===== src/rtl/de_frame.sv =====
// de_frame: UART RX de-framer. Splits a parallel 11-bit frame (start, data, parity, stop)
// into registered fields and flags whether the frame is well formed. One cycle of latency;
// no enable, every edge samples the input.
module de_frame #(
  parameter int unsigned DATA_WIDTH = 8,
  parameter bit          PARITY_ODD = 1'b0
) (
  input  logic                  clk,
  input  logic                  rst,
  input  logic [DATA_WIDTH+2:0] data_parll,
  output logic [DATA_WIDTH-1:0] raw_data,
  output logic                  start_bit,
  output logic                  parity_bit,
  output logic                  stop_bit,
  output logic                  done_flag
);

  localparam int unsigned ParIdx  = DATA_WIDTH + 1;
  localparam int unsigned StopIdx = DATA_WIDTH + 2;

  logic [DATA_WIDTH-1:0] raw_data_d, raw_data_q;
  logic                  start_bit_d, start_bit_q;
  logic                  parity_bit_d, parity_bit_q;
  logic                  stop_bit_d, stop_bit_q;
  logic                  done_flag_d, done_flag_q;

  logic start_ok;
  logic stop_ok;
  logic par_ok;

  // Field slicing and frame validity from the current input sample.
  always_comb begin
    raw_data_d   = data_parll[DATA_WIDTH:1];
    start_bit_d  = data_parll[0];
    parity_bit_d = data_parll[ParIdx];
    stop_bit_d   = data_parll[StopIdx];

    start_ok = ~start_bit_d;
    stop_ok  = stop_bit_d;
    // XOR over payload plus parity bit is 0 for even parity, 1 for odd.
    par_ok   = ((^raw_data_d) ^ parity_bit_d) == PARITY_ODD;

    done_flag_d = start_ok & stop_ok & par_ok;
  end

  // Output registers; reset loads the idle-line field values and clears the valid flag.
  always_ff @(posedge clk) begin
    if (rst) begin
      raw_data_q   <= '0;
      start_bit_q  <= 1'b1;
      parity_bit_q <= 1'b0;
      stop_bit_q   <= 1'b1;
      done_flag_q  <= 1'b0;
    end else begin
      raw_data_q   <= raw_data_d;
      start_bit_q  <= start_bit_d;
      parity_bit_q <= parity_bit_d;
      stop_bit_q   <= stop_bit_d;
      done_flag_q  <= done_flag_d;
    end
  end

  assign raw_data   = raw_data_q;
  assign start_bit  = start_bit_q;
  assign parity_bit = parity_bit_q;
  assign stop_bit   = stop_bit_q;
  assign done_flag  = done_flag_q;

endmodule


===== config.mk =====
export PLATFORM = sky130hd
export DESIGN_NAME = de_frame
export DESIGN_NICKNAME = d
export VERILOG_FILES = /design/src/rtl/de_frame.sv
export SDC_FILE = /design/constraint.sdc
export NUM_CORES = 1
export LEC_CHECK = 0
export ABC_CLOCK_PERIOD_IN_PS = 1100
export BUFFER_PORTS_ARGS = -buffer_cell sky130_fd_sc_hd__buf_2
export CAP_MARGIN = 40
export CORE_AREA = 2 2 39 41
export DETAILED_ROUTE_END_ITERATION = 16
export DIE_AREA = 0 0 41 43
export MAX_ROUTING_LAYER = met4
export SYNTH_ARGS = -nofsm -noshare
export SYNTH_HDL_FRONTEND = slang
export SYNTH_SLANG_ARGS = --single-unit

===== constraint.sdc =====
create_clock -name clk -period 1.1 [get_ports clk]
set_input_delay 0.11 -clock clk [delete_from_list [all_inputs] [get_ports clk]]
set_output_delay 0.11 -clock clk [all_outputs]
set_load 0.03 [all_outputs]

==> impl_metrics.ini <==
[pwr]
peakVddDrop_mv = 0.822
p_leak_nw = 0.320
power_density_nw_per_um2 = 1600

[die]
die_area_sq_um = 1760
core-area_sq_um = 1380
pin_count = 25
rows = 14
die_h_microns = 43
initial_core_util = 0.309
die_w_microns = 41

[synth]
yosys-top-cells-area = dfxtp_1 (56%), nor2b_1 (12%), xor3_1 (5.6%)
yosys_warnings = 0
synth_fp_nets = 47
ys_seq_area_frac = 0.561
synth_area_sq_um = 428
netlist_instances = 34
syn_area_per_cell_sq_um = 12.6
synth.distinct_cells = 15
netlist.area_leader.share = 0.561
yosysTopAreaCell = dfxtp_1
yosys_register_bits = 12

[detailed_routing]
vias = 320
first_pass_iters = 1
wl_met1_microns = 241
dr_wl_met2_microns = 327
antenna_left = 0
drc = 0
dr.first_iter.drc_count = 0
wl_met3_microns = 55
top_layer_used = met3
viasPerCell = 4.05
wl_per_cell_microns = 7.90
drt-total-wl_microns = 624

[placement]
portBuffers = 24
place_area_sq_um = 579
gp_congestion = 0.611

[critical_path]
arrival_ns = 0.77
critPathSlowestCell = dfxtp_1
cp-end-kind = primary output
path_delay_family = flip-flops
worstPathMaxFanout = 1
cp_cell_sequence = buf_2
worst_setup_path_start_kind = register
slowest_delay_ns = 0.32
cp.depth = 1
critPathBufInv = 1
crit_type = reg2out
worstPathRequired_ns = 0.99

[sta]
relSlewSlack = 0.879
finalCritPeriodShare = 0.800
fmax_ghz = 1.14
hold_viol_final = 0
setup_violations = 0
maxSlewViolCount = 0
period_minus_slack_ns = 0.880
tightest_slew_ns = 0.179
rsz0062_at_grt = no

[global_routing]
grt_use_total = 0.0788
antenna_found_initial = 0
grt_pass1_wl_microns = 869
grt_pass1_vias = 251
grt_overflow = 0
grt_max_degree = 11

[clocking]
cts_tree = yes
cts-root-buf = clkbuf_4
cts_resized = 0
clk_pin_slew_worst_paths_ns = 0.07
cts_made_buffers = 3
cts_buffer_depth = 2
hold_buffers = 0
post_cts_buffers = 0
htreeDepth = 1
cts_sinks = 12

[layout]
final_common_cell = buf_2
fill_cells = 148
antenna_cells = 0
stdcell_area_sq_um = 616
postLayoutCoreUtil = 0.445
layout_common_cells = buf_2 (24), dfxtp_1 (12), nor2b_1 (8), clkbuf_4 (3)
drive_gt1_frac = 0.524
nNetsFinal = 77
area_growth_pct = 43.9

[job]
maxCapViolCount = 0

[hold_path]
hold_path_class = in2reg
hold_depth = 2

[run_status]
status = completed
-- sequential cells by signal, summed over array words and instances (netlist names) --
register    count
raw_data        8
done_flag       1
parity_bit      1
start_bit       1
stop_bit        1
-- where the power goes --
part	internal, mW	total (mW)	switching [mW]
combinational	0.0907	0.183	0.0925
clock	0.201	0.339	0.139
sequential	0.458	0.463	0.00474
total	0.750	0.985	0.236
-- Yosys cell counts --
cell type	number
dfxtp_1	12
nor2b_1	8
xnor2_1	2
bufinv_8	1
clkbuf_1	1
inv_1	1
mux2i_1	1
nand3_1	1
nor2_1	1
nor2b_2	1
or2_2	1
or3_1	1
xnor3_1	1
xor2_1	1
xor3_1	1
-- cell type report --
| type | instances | area [sq um] | area share |
|---|---|---|---|
| sequential | 12 | 240 | 0.390 |
| tap | 16 | 20.0 | 0.0325 |
| inverter | 2 | 21.3 | 0.0346 |
| clock buffer | 4 | 36.3 | 0.0589 |
| multi-input combinational | 19 | 163 | 0.264 |
| timing repair buffer | 26 | 135 | 0.220 |
-- logic make-up after synthesis --
kind of cell,count (synthesis),share of synthesized area
and+or+nand+nor,13,0.187
DFF,12,0.561
xor gates and xnor gates,5,0.170
buffers and inverters,3,0.0585
muxes,1,0.0234
-- per-stage QoR --
step                std cells  power [mW]  setup slack [ns]  hold slack [ns]  TNS, ns
floorplan                  34       0.599             0.126            0.217        0
global placement           75       0.659            0.0118            0.334        0
detailed placement         75       0.659           -0.0116            0.334  -0.0116
CTS                        79        1.01             0.203           0.0500        0
global route               79        1.04             0.187           0.0626        0
finish                     79       0.985             0.220           0.0596        0
-- per-layer routing --
layer / global-route usage / up-vias
met5: - / -
met4: 0.0400 / 0
met3: 0.0471 / 0
met2: 0.128 / 12
met1: 0.0660 / 144
li1: - / 164
-- final timing paths --
path / start / to / slack (ns)
worst max-delay path: done_flag / done_flag / 0.22
worst min-delay path: data_parll[10] / stop_bit / 0.06
Note: power is estimated with default switching activity, not from simulation.
